==> src/rtl/riscv_mem_pkg.sv <==
// Shared definitions for the data-memory responder: access-size encodings,
// FSM state type and request legality helpers.
package riscv_mem_pkg;

   localparam logic [2:0] F3_B  = 3'b000;
   localparam logic [2:0] F3_H  = 3'b001;
   localparam logic [2:0] F3_W  = 3'b010;
   localparam logic [2:0] F3_BU = 3'b100;
   localparam logic [2:0] F3_HU = 3'b101;

   typedef enum logic {IDLE = 1'b0, WAIT = 1'b1} dmem_state_t;

   // Unsigned sizes exist only for loads.
   function automatic logic size_legal(input logic [2:0] funct3, input logic is_store);
      logic ok;
      case (funct3)
         F3_B, F3_H, F3_W: ok = 1'b1;
         F3_BU, F3_HU:     ok = ~is_store;
         default:          ok = 1'b0;
      endcase
      return ok;
   endfunction

   function automatic logic misaligned(input logic [2:0] funct3, input logic [1:0] off);
      logic mis;
      case (funct3[1:0])
         2'b01:   mis = off[0];
         2'b10:   mis = (off != 2'b00);
         default: mis = 1'b0;
      endcase
      return mis;
   endfunction

endpackage

==> src/rtl/dmem_load_align.sv <==
// Combinational load formatter: picks the addressed byte/half out of a RAM word
// and sign- or zero-extends it to 32 bits.
module dmem_load_align
   import riscv_mem_pkg::*;
(
   input  logic [31:0] word_i,
   input  logic [1:0]  off_i,
   input  logic [2:0]  funct3_i,
   output logic [31:0] data_o
);

   logic [31:0] shifted_s;
   logic [7:0]  byte_s;
   logic [15:0] half_s;

   assign shifted_s = word_i >> {off_i, 3'b000};
   assign byte_s    = shifted_s[7:0];
   assign half_s    = off_i[1] ? word_i[31:16] : word_i[15:0];

   // Extension by access size
   always_comb begin
      data_o = 32'h0000_0000;
      case (funct3_i)
         F3_B:    data_o = {{24{byte_s[7]}}, byte_s};
         F3_BU:   data_o = {24'h00_0000, byte_s};
         F3_H:    data_o = {{16{half_s[15]}}, half_s};
         F3_HU:   data_o = {16'h0000, half_s};
         F3_W:    data_o = word_i;
         default: data_o = word_i;
      endcase
   end

endmodule

==> src/rtl/dmem_responder.sv <==
// Data-memory responder: word RAM with RISC-V B/H/W stores, fixed-latency loads,
// busy while a load is in flight and a one-cycle err pulse for dropped requests.
module dmem_responder
   import riscv_mem_pkg::*;
#(
   parameter int DATA_W = 32,
   parameter int ADDR_W = 9,
   parameter int RD_LAT = 2
)(
   input  logic              clk,
   input  logic              reset,
   input  logic              wr,
   input  logic              rd,
   input  logic [ADDR_W-1:0] addr,
   input  logic [DATA_W-1:0] wr_data,
   input  logic [2:0]        funct3,
   output logic [DATA_W-1:0] rd_data,
   output logic              rd_valid,
   output logic              busy,
   output logic              err
);

   localparam int         DEPTH    = 2**(ADDR_W-2);
   localparam int         WI_W     = ADDR_W-2;
   localparam logic [2:0] CNT_INIT = 3'(RD_LAT-1);

   logic [31:0] mem [DEPTH];

   dmem_state_t       state_q, state_d;
   logic [2:0]        cnt_q, cnt_d;
   logic [WI_W-1:0]   word_q, word_d;
   logic [1:0]        off_q, off_d;
   logic [2:0]        f3_q, f3_d;
   logic [DATA_W-1:0] rd_data_q, rd_data_d;
   logic              rd_valid_q, rd_valid_d;
   logic              err_q, err_d;

   logic              req_s, accept_s, st_acc_s, ld_acc_s;
   logic [WI_W-1:0]   widx_s;
   logic [3:0]        be_s;
   logic [31:0]       wdata_s, rd_word_s, aligned_s;

   assign req_s    = wr | rd;
   assign widx_s   = addr[ADDR_W-1:2];
   assign accept_s = (state_q == IDLE) & (wr ^ rd) & size_legal(funct3, wr)
                     & ~misaligned(funct3, addr[1:0]);
   assign st_acc_s = accept_s & wr;
   assign ld_acc_s = accept_s & rd;
   assign err_d    = req_s & ~accept_s;

   // Byte lanes and lane-replicated store data
   always_comb begin
      be_s    = 4'b0000;
      wdata_s = wr_data[31:0];
      case (funct3[1:0])
         2'b00: begin
            be_s    = 4'b0001 << addr[1:0];
            wdata_s = {4{wr_data[7:0]}};
         end
         2'b01: begin
            be_s    = addr[1] ? 4'b1100 : 4'b0011;
            wdata_s = {2{wr_data[15:0]}};
         end
         2'b10: begin
            be_s    = 4'b1111;
            wdata_s = wr_data[31:0];
         end
         default: begin
            be_s    = 4'b0000;
            wdata_s = wr_data[31:0];
         end
      endcase
   end

   // RAM write port; contents survive reset
   always_ff @(posedge clk) begin
      if (st_acc_s && reset) begin
         for (int b = 0; b < 4; b++) begin
            if (be_s[b]) begin
               mem[widx_s][8*b +: 8] <= wdata_s[8*b +: 8];
            end
         end
      end
   end

   assign rd_word_s = mem[word_q];

   dmem_load_align u_align (
      .word_i   (rd_word_s),
      .off_i    (off_q),
      .funct3_i (f3_q),
      .data_o   (aligned_s)
   );

   // Load FSM next state: capture on accept, count down, then present data
   always_comb begin
      state_d    = state_q;
      cnt_d      = cnt_q;
      word_d     = word_q;
      off_d      = off_q;
      f3_d       = f3_q;
      rd_data_d  = rd_data_q;
      rd_valid_d = 1'b0;
      case (state_q)
         IDLE: begin
            if (ld_acc_s) begin
               state_d = WAIT;
               cnt_d   = CNT_INIT;
               word_d  = widx_s;
               off_d   = addr[1:0];
               f3_d    = funct3;
            end else begin
               state_d = IDLE;
            end
         end
         WAIT: begin
            if (cnt_q != 3'd0) begin
               cnt_d = cnt_q - 3'd1;
            end else begin
               rd_data_d  = aligned_s;
               rd_valid_d = 1'b1;
               state_d    = IDLE;
            end
         end
         default: state_d = IDLE;
      endcase
   end

   // State and output registers
   always_ff @(posedge clk or negedge reset) begin
      if (!reset) begin
         state_q    <= IDLE;
         cnt_q      <= 3'd0;
         word_q     <= {WI_W{1'b0}};
         off_q      <= 2'b00;
         f3_q       <= 3'b000;
         rd_data_q  <= {DATA_W{1'b0}};
         rd_valid_q <= 1'b0;
         err_q      <= 1'b0;
      end else begin
         state_q    <= state_d;
         cnt_q      <= cnt_d;
         word_q     <= word_d;
         off_q      <= off_d;
         f3_q       <= f3_d;
         rd_data_q  <= rd_data_d;
         rd_valid_q <= rd_valid_d;
         err_q      <= err_d;
      end
   end

   assign rd_data  = rd_data_q;
   assign rd_valid = rd_valid_q;
   assign busy     = (state_q == WAIT);
   assign err      = err_q;

endmodule

==> config.mk <==
export PLATFORM = sky130hd
export DESIGN_NAME = dmem_responder
export DESIGN_NICKNAME = d
export VERILOG_FILES = /design/src/rtl/riscv_mem_pkg.sv /design/src/rtl/dmem_load_align.sv /design/src/rtl/dmem_responder.sv
export SDC_FILE = /design/constraint.sdc
export NUM_CORES = 2
export LEC_CHECK = 0
export CAP_MARGIN = 20
export CORE_MARGIN = 3
export CORE_UTILIZATION = 50
export DETAILED_ROUTE_END_ITERATION = 16
export PLACE_DENSITY_LB_ADDON = 0.05
export SLEW_MARGIN = 25
export SYNTH_ARGS = -nofsm -noshare
export SYNTH_HDL_FRONTEND = slang
export SYNTH_HIERARCHICAL = 1
export SYNTH_SLANG_ARGS = --single-unit
==> constraint.sdc <==
create_clock -name clk -period 5.7 [get_ports clk]
set_input_delay 1.14 -clock clk [delete_from_list [all_inputs] [get_ports clk]]
set_output_delay 1.14 -clock clk [all_outputs]
set_load 0.1 [all_outputs]
==> flow_summary.ini <==
[drt]
routed_wirelength_um = 469000
1st_pass_router_iterations = 8
detailroute.via_count = 77600
post_drt_wl_per_cell_um = 38.4
final_antenna_violating_net_count = 0
viasPerCell = 6.37
drtIter0Drc = 11500
detail_route.drc_violations = 0

[clock_tree]
h_tree_lvls = 5
clkTransAtPathRegs_ps = 70
post_cts_hold_buffer_count = 0
cts_root_buffer = clkbuf_16
cts.sink_count = 4146
cts_tree = built
cts_buffer_depth = 4
cts.repair.resized = 0
cts.repair_timing.setup_buffer_count = 0
numCtsBuffers = 423
clock_latency_ps = 980

[floorplanning]
floorplan.initialDensity = 0.504
dieArea_sq_um = 329000
die_h_um = 573
std_cell_rows = 207
ios = 83
core_area_sq_um = 319000
chipWidth_um = 573

[worst_setup_path]
worstSetupEndpointType = register
path_class = reg2reg
worst_ep_required_ps = 6560
critical_path.reg2reg.startpoint = word_q[0]
path_max_fanout = 35
crit_start = word_q[0]
cp.arrival_ps = 5880
worstSetupStartpointType = register

[placement]
placedCellCount = 11300
place.detailed.hpwl_um = 307000
placement.io_buffers = 82
gp_routability_congestion = 0.900

[yosys]
synth_fp_nets = 6884
yosys_warnings = 6
post_synth_instance_area_sq_um = 161000
adder_cell_share_of_the_synthesized_area = 0.000544
synthSimpleGateAreaFrac = 0.0179
synth_top_family_by_area = multiplexers
distinct_cell_type_count_of_the_synthesized_netlist = 45
synth-main-ff-cell = edfxtp_1
number_of_synthesized_flops_with_an_enable_pin = 4096
ys_seq_elements = 4146
ys_async_sr_fraction = 0.0121
synthesis.area_per_instance_sq_um = 23.6
synth_sequential_area_ratio = 0.772
synth_xor_xnor_area_share = 0.0000544
synth_compound_area_frac = 0.00382
synth.area.mux_share = 0.195
synth_cells = 6829

[global_routing]
via_count_of_the_first_global_routing_pass = 76700
total_routing_usage_reported_by_global_routing = 0.286
grt_pass1_wl_um = 647000
number_of_antenna_violations_at_the_first_check_in_global_routing = 62
grt_remaining_overflow = 0
grt_max_degree = 129

[sta]
min_period_ps = 5020
rsz0062_at_grt = no
transition_at_the_pin_with_the_smallest_max_transition_slack_ps = 1230
final-hold-violation-count = 0
fin_crit_sh = 0.881
drv_slew = 0
slew_headroom = 0.176
setup_viol = 0
max_freq_mhz = 199
finalClockSkew_ps = 59.9
setup-tns-final_ps = 0

[finish]
area_delta_synth_final_pct = 14.8
finish.cell_count_without_fillers = 12200
mostFrequentLayoutCells = 4096 x edfxtp_1, 1345 x mux4_2, 529 x nor2_1
layout-drive-gt1-share = 0.341
multi_input_comb_area_sq_um = 35300
finish.net_count = 7537
combined_flip_flop_and_latch_cell_area_sq_um = 124000
layout_commonest_cell = edfxtp_1
layout_fillers = 23000

[run]
maxCapViolCount = 0

[worst_hold_path]
worstHoldPathType = in2async

[power_and_ir_drop]
powerDensity_nw_per_um2 = 483
power.ir.vdd_worst_mv = 0.434
leakage_dissipation_nw = 57.0

[outcome]
status = completed
-- worst max-delay path: stages (launching register included) --
cell	delay, ps
dfrtp_4	890
buf_12	380
mux4_2	580
mux4_2	550
mux4_2	560
mux2_2	440
mux2_2	350
a221oi_2	570
o21ai_0	200
mux2_2	280
-- synth_stat cells, types with 10 or more instances --
| library cell | count | share of area |
|---|---|---|
| edfxtp_1 | 4096 | 0.76 |
| nand2_1 | 176 | 0.0041 |
| buf_2 | 55 | 0.0017 |
| clkbuf_1 | 252 | 0.0059 |
| buf_4 | 14 | 0.00065 |
| mux4_2 | 1345 | 0.19 |
| buf_1 | 72 | 0.0017 |
| nor2_1 | 531 | 0.012 |
| o21ai_0 | 15 | 0.00047 |
| dfrtp_1 | 50 | 0.0078 |
| a211oi_1 | 18 | 0.00084 |
| o21ai_1 | 10 | 0.00031 |
| mux2_2 | 86 | 0.0060 |
| inv_1 | 11 | 0.00026 |
-- per-layer routing --
metal,up-vias,wire length [um],track usage
li1,30500,-,-
met1,42300,181000,0.399
met2,4016,223000,0.441
met3,784,44200,0.0722
met4,30,19500,0.108
met5,-,200,0.00276
-- kinds of logic after synthesis --
logic type	Yosys count
buffers and inverters	408
xor gates and xnor gates	1
and+or+nand+nor	741
muxes	1440
AOI/OAI and AO/OA	86
DFF	4146
adders and majority gates	7
-- area by class of cell --
cell class	count	area share
antenna	66	0.000894
tap	4284	0.0290
timing repair buffer	624	0.0302
multi-input combinational	2275	0.191
clock inverter	285	0.0169
inverter	12	0.000244
sequential	4146	0.673
clock buffer	494	0.0590
-- sequential cells by signal, summed over array words and instances, names as in the netlist --
| signal | cells |
|---|---|
| rd_valid | 1 |
| word_q | 7 |
| f3_q | 3 |
| busy | 1 |
| rd_data | 32 |
| err | 1 |
| off_q | 2 |
| mem | 4096 |
| cnt_q | 3 |
-- worst paths after layout --
check                             endpoint  slack [ps]  cells past startpoint
worst min register to register    cnt_q[1]         510                      1
worst max-delay path            rd_data[8]         680                      9
worst max register to register  rd_data[8]         680                      9
max in group asynchronous        word_q[1]        4760                      2
worst min-delay path              rd_valid         320                      2
min in group clk                  cnt_q[1]         510                      1
-- report_power, final --
| group | switching (mW) | total (mW) | internal [mW] |
|---|---|---|---|
| Clock | 11.8 | 28.0 | 16.2 |
| Sequential | 0.758 | 34.7 | 34.0 |
| Combinational | 14.6 | 26.4 | 11.9 |
-- through the flow --
stage	utilization	power (mW)	cell area (sq um)	setup WS, ps	hold slack (ps)
6_report	0.579	89.2	185000	677	323
5_1_grt	0.579	91.9	185000	564	353
4_1_cts	0.578	89.9	185000	755	298
3_5_place_dp	0.534	62.1	171000	681	498
3_3_place_gp	0.534	62.0	170000	726	493
2_1_floorplan	-	51.9	161000	1420	474
Note: power is estimated with default switching activity, not from simulation.
